**src/rtl/dmem_arbiter.sv**
```systemverilog
// dmem_arbiter: shares one single-port data memory between the CPU data port
// and a debug/DMA port. The CPU has priority, but a debug request that has
// waited MAX_WAIT cycles takes the port for one cycle, which bounds debug
// latency while costing the CPU at most one stall per debug access.
// Read data returns one cycle after the grant and is steered back to whichever
// port issued the read. The CPU sees held data otherwise, so debug traffic
// never disturbs it.
module dmem_arbiter #(
  parameter int unsigned MAX_WAIT = 4   // 1..15
) (
  input  logic        clk_core,
  input  logic        sys_rst_n,

  input  logic        cpu_req,
  input  logic [3:0]  cpu_we,
  input  logic [31:0] cpu_addr,
  input  logic [31:0] cpu_wdata,
  output logic [31:0] cpu_rdata,
  output logic        cpu_stall,

  input  logic        dbg_req,
  input  logic [3:0]  dbg_we,
  input  logic [31:0] dbg_addr,
  input  logic [31:0] dbg_wdata,
  output logic        dbg_gnt,
  output logic        dbg_rvalid,
  output logic [31:0] dbg_rdata,

  output logic        mem_en,
  output logic [3:0]  mem_we,
  output logic [31:0] mem_addr,
  output logic [31:0] mem_wdata,
  input  logic [31:0] mem_rdata
);

  localparam logic [3:0] WAIT_LIM = 4'(MAX_WAIT);

  typedef struct packed {
    logic [3:0]  we;
    logic [31:0] addr;
    logic [31:0] wdata;
  } req_t;

  typedef enum logic {OWN_CPU_RD, OWN_DBG_RD} owner_e;

  req_t       cpu_r, dbg_r, sel_r;
  owner_e     owner, owner_nxt;
  logic       run;          // low until the first edge after reset release
  logic [3:0] wait_cnt;
  logic       rd_pending;
  logic [31:0] cpu_hold;
  logic       cpu_gnt, dbg_win, rd_issue;
  logic       cpu_rd_vld, dbg_rd_vld;

  assign cpu_r = '{we: cpu_we, addr: cpu_addr, wdata: cpu_wdata};
  assign dbg_r = '{we: dbg_we, addr: dbg_addr, wdata: dbg_wdata};

  // Per-cycle grant: debug wins when starved or when the CPU is idle.
  always_comb begin
    dbg_win = run & dbg_req & ((wait_cnt == WAIT_LIM) | ~cpu_req);
    cpu_gnt = run & cpu_req & ~dbg_win;
  end

  assign dbg_gnt   = dbg_win;
  // Stall is suppressed while reset is held so the CPU sees a quiet port.
  assign cpu_stall = sys_rst_n & cpu_req & ~cpu_gnt;

  // Memory-side mux from the granted port; no grant means no write strobes.
  always_comb begin
    sel_r     = dbg_win ? dbg_r : cpu_r;
    mem_en    = cpu_gnt | dbg_win;
    mem_we    = mem_en ? sel_r.we : 4'b0000;
    mem_addr  = sel_r.addr;
    mem_wdata = sel_r.wdata;
    rd_issue  = mem_en & (sel_r.we == 4'b0000);
  end

  // Owner next-state: only a granted read changes who owns the return data.
  always_comb begin
    owner_nxt = owner;
    if (rd_issue) owner_nxt = dbg_win ? OWN_DBG_RD : OWN_CPU_RD;
  end

  // Owner register and read-pending flag.
  always_ff @(posedge clk_core or negedge sys_rst_n) begin
    if (!sys_rst_n) begin
      owner      <= OWN_CPU_RD;
      rd_pending <= 1'b0;
    end else begin
      owner      <= owner_nxt;
      rd_pending <= rd_issue;
    end
  end

  // Grants are held off until the first edge after reset release.
  always_ff @(posedge clk_core or negedge sys_rst_n) begin
    if (!sys_rst_n) run <= 1'b0;
    else            run <= 1'b1;
  end

  // Debug starvation counter: counts refused cycles, saturates at the limit.
  always_ff @(posedge clk_core or negedge sys_rst_n) begin
    if (!sys_rst_n)                        wait_cnt <= 4'd0;
    else if (!dbg_req || dbg_win)          wait_cnt <= 4'd0;
    else if (run && wait_cnt < WAIT_LIM)   wait_cnt <= wait_cnt + 4'd1;
  end

  assign cpu_rd_vld = rd_pending & (owner == OWN_CPU_RD);
  assign dbg_rd_vld = rd_pending & (owner == OWN_DBG_RD);

  // Keep the last CPU read result so cpu_rdata is stable between CPU reads.
  always_ff @(posedge clk_core or negedge sys_rst_n) begin
    if (!sys_rst_n)      cpu_hold <= 32'd0;
    else if (cpu_rd_vld) cpu_hold <= mem_rdata;
  end

  assign cpu_rdata  = cpu_rd_vld ? mem_rdata : cpu_hold;
  assign dbg_rvalid = dbg_rd_vld;
  assign dbg_rdata  = mem_rdata;

endmodule

```
**config.mk**
```make
export PLATFORM = sky130hd
export DESIGN_NAME = dmem_arbiter
export DESIGN_NICKNAME = d
export VERILOG_FILES = /design/src/rtl/dmem_arbiter.sv
export SDC_FILE = /design/constraint.sdc
export NUM_CORES = 1
export LEC_CHECK = 0
export CORE_AREA = 2 2 121 123
export DETAILED_ROUTE_END_ITERATION = 10
export DIE_AREA = 0 0 123 125
export DONT_BUFFER_PORTS = 1
export GPL_ROUTABILITY_DRIVEN = 0
export HOLD_SLACK_MARGIN = 0.02
export PLACE_DENSITY_LB_ADDON = 0.05
export SKIP_CTS_REPAIR_TIMING = 1
export SYNTH_ARGS = -nofsm -noshare
export SYNTH_HDL_FRONTEND = slang
export SYNTH_SLANG_ARGS = --single-unit
```
**constraint.sdc**
```tcl
create_clock -name clk_core -period 1.6 [get_ports clk_core]
set_input_delay 0.08 -clock clk_core [delete_from_list [all_inputs] [get_ports clk_core]]
set_output_delay 0.08 -clock clk_core [all_outputs]
set_load 0.05 [all_outputs]
```
==> impl_metrics.tcl <==
set metrics [dict create \
    status "finished with violations" \
    violations "negative setup slack" \
    pwr-share-seq_pct 28.4 \
    cellPowerDensity_nw_per_um2 788 \
    post_drt_wl_per_cell_um 21.4 \
    initial_utilization_pct 20.7 \
    tritoncts "built" \
    finalMaxSlewViolations 0 \
    pwr-share-comb_pct 40.6 \
    yosys_register_bits 39 \
    detail_route.vias_per_cell 4.26 \
    drtIter0Drc 43 \
    latest_clock_arrival_within_the_worst_skew_pair_ns 0.28 \
    timing.critical_path.required_ns 1.52 \
    cts_buffer_depth 2 \
    total_clock_buffers_created_by_cts 5 \
    detailedPlacementHpwl_mm 7.49 \
    finish.cell_count_without_fillers 477 \
    globalRoute.totalOverflow 0 \
    p_int_mw 2.43 \
    antenna_found_initial 0 \
    antenna_violating_nets_post_route 0 \
    numPortBuffers 0 \
    postSynthNetCount 400 \
    clockRootBuffer "clkbuf_16" \
    diodes 0 \
    fp.dieH_um 125 \
    die_x_um 123 \
    ys_top_cells_by_area "dfrtp_1 33%, mux2_4 31%, mux2_2 13%" \
    num_vias 2030 \
    switching_part_of_the_total_pct 34.9 \
    fmax_mhz 488 \
    synth.largest_area_cell "dfrtp_1" \
    grt_usage_pct 10.7 \
    drv_cap 0 \
    setup_repair_after_global_routing_missed_its_margin "yes" \
    synth_seq_area_share_pct 33.2 \
    post_route_cells_drive_above_1_share_pct 64.5 \
    power_leakage_nw 2.18 \
    syn-instance-count 226 \
    final_hold_viol_count 0 \
    synthDominantCellAreaShare_pct 33.2 \
    yosysUniqueCellTypes 30 \
    cts_max_level 2 \
    dp.cells 419 \
    floorplan.rows 44 \
    final_critical_path_setup_slack_ns -0.451 \
    class_of_the_tightest_hold_or_removal_check "input pin to register" \
    via_count_of_the_first_global_routing_pass 1993 \
    clkSinkCount 39 \
    share_of_total_power_in_the_clock_network_pct 31.1 \
    clock_transition_time_at_the_flip_flop_clock_pins_of_the_worst_setup_and_hold_paths_ns 0.06 \
    cp_arrival_ns 1.97 \
    area_growth_syn_to_layout_pct 61.3 \
    worst-path-max-fanout 11 \
    fin_worst_skew_ns 0.00692 \
    post-layout-total-power_mw 3.74 \
    drt_pre_antenna_iters 4 \
    timing.final.crit_period_ns 2.05 \
    start_kind "register" \
    first_pass_grt_wire_length_mm 12.5 \
    finalCoreUtilization_pct 33.4 \
    grt_max_degree 41 \
    design.portCount 308 \
    post_synth.cell_area_avg_um2 13.0 \
    remaining_drc_errors 0 \
    finalSetupViolCount 77 \
    mappedNetlistArea_um2 2940 \
    endpoint_kind "primary output" \
    post_layout_nets 466 \
    route.final.wire_length_mm 10.2 \
    timing.setup.critical_path_class "register to primary output" \
    fp.dieArea_um2 15400 \
    switching_power_mw 1.30 \
    vdd.ir_drop.worst_v 0.000322 \
    post-route-period-util_pct 128 \
    synth-warning-count 0 \
    core_area_um2 14200 \
]
==> placed cells by master, fill, tap and decap left out, drive strengths merged <==
cell	count
mux2	96
buf	65
dfrtp	39
dlygate4sd3	31
clkbuf	12
inv	9
nand2	7
mux2i	5
nor3b	5
nor2	2
ha	2
o21a	1
and3b	1
o21ba	1
nand4b	1
a21oi	1
nor4bb	1
o21ai	1
or2	1
nand2b	1
or3	1
o211ai	1
nand4	1
a32oi	1
and2	1
a31oi	1
xnor2	1
a2bb2oi	1
clkinv	1
bufinv	1
conb	1
==> path summary, 6_finish.rpt <==
| kind | cells after the start | end | slack (ns) | from |
|---|---|---|---|---|
| worst max-delay path | 7 | mem_wdata[3] | -0.45 | wait_cnt[0] |
| worst min-delay path | 3 | rd_pending | 0.05 | dbg_we[0] |
| worst max register to register | 9 | wait_cnt[2] | -0.19 | wait_cnt[0] |
| worst min register to register | 1 | cpu_hold[24] | 0.52 | cpu_hold[24] |
| max in group asynchronous | 2 | wait_cnt[2] | 1.10 | sys_rst_n |
| min in group asynchronous | 2 | cpu_hold[16] | 0.29 | sys_rst_n |
==> state kept, by name, summed over array words and instances, names as in the netlist <==
signal,count
owner,1
run,1
cpu_hold,32
wait_cnt,4
rd_pending,1
==> critical path, cell delays in order (launching register included) <==
cell and delay, ns:
dfrtp_1 0.35, inv_1 0.05, ha_2 0.17, and3b_2 0.21
o21ba_4 0.21, buf_12 0.14, clkbuf_16 0.17, mux2_4 0.39
==> power groups by stage <==
stage / clock [mW] / sequential, mW / combinational (mW)
floorplan: 0 / 1.07 / 1.24
global placement: 0 / 1.07 / 1.31
detailed placement: 0 / 1.07 / 1.32
CTS: 1.21 / 1.06 / 1.32
global route: 1.25 / 1.07 / 1.57
finish: 1.16 / 1.06 / 1.52
==> layer usage <==
metal  global-route usage [%]  vias to the layer above  share of wire [%]
li1                         -                      890                  -
met5                        0                        -                  0
met2                     19.8                      135                 54
met1                     11.6                     1003                 36
met3                     4.06                        2                 10
met4                     2.01                        0               0.24
==> layout make-up <==
type	count	area [um^2]
fill	1393	9460
tap	184	230
inverter	9	33.8
multi-input combinational	135	1810
clock buffer	6	139
sequential	39	976
timing repair buffer	102	1520
clock inverter	2	35.0
==> through the flow <==
stage | cell area, um^2 | setup TNS, ns | setup WS (ns) | hold slack, ns
after floorplan | 3000 | -7.36 | -0.186 | -0.216
after global placement | 3770 | -10.82 | -0.203 | -0.214
after detailed placement | 3770 | -11.51 | -0.211 | -0.215
after CTS | 3950 | -34.99 | -0.518 | -0.520
after global routing | 4740 | -34.58 | -0.504 | 0.0542
final | 4740 | -29.84 | -0.451 | 0.0524
==> cells in the mapped netlist <==
master     number
a21oi_1         1
a2bb2oi_1       1
a31oi_1         1
a32oi_1         1
and2_1          1
and3b_1         1
buf_2           3
buf_4          32
buf_6           8
conb_1          1
dfrtp_1        39
ha_1            2
inv_1           9
mux2_2         35
mux2_4         61
mux2i_1         5
nand2_1         7
nand2b_1        1
nand4_1         1
nand4b_1        1
nor2_1          2
nor3b_1         5
nor4bb_1        1
o211ai_1        1
o21a_1          1
o21ai_0         1
o21ba_1         1
or2_2           1
or3_1           1
xnor2_1         1
==> kinds of logic (layout without fill, tap and decap cells) <==
kind of cell    after synthesis  after routing  synth area share (%)
mux                         101            101                  46.2
buf+inv                      52            119                  12.9
flops                        39             39                  33.2
simple gates                 22             22                  4.42
compound gates                8              8                  2.00
fa+ha+maj                     2              2                 0.851
other cells                   1              1                 0.127
xor+xnor                      1              1                 0.298
Note: power is estimated with default switching activity, not from simulation.
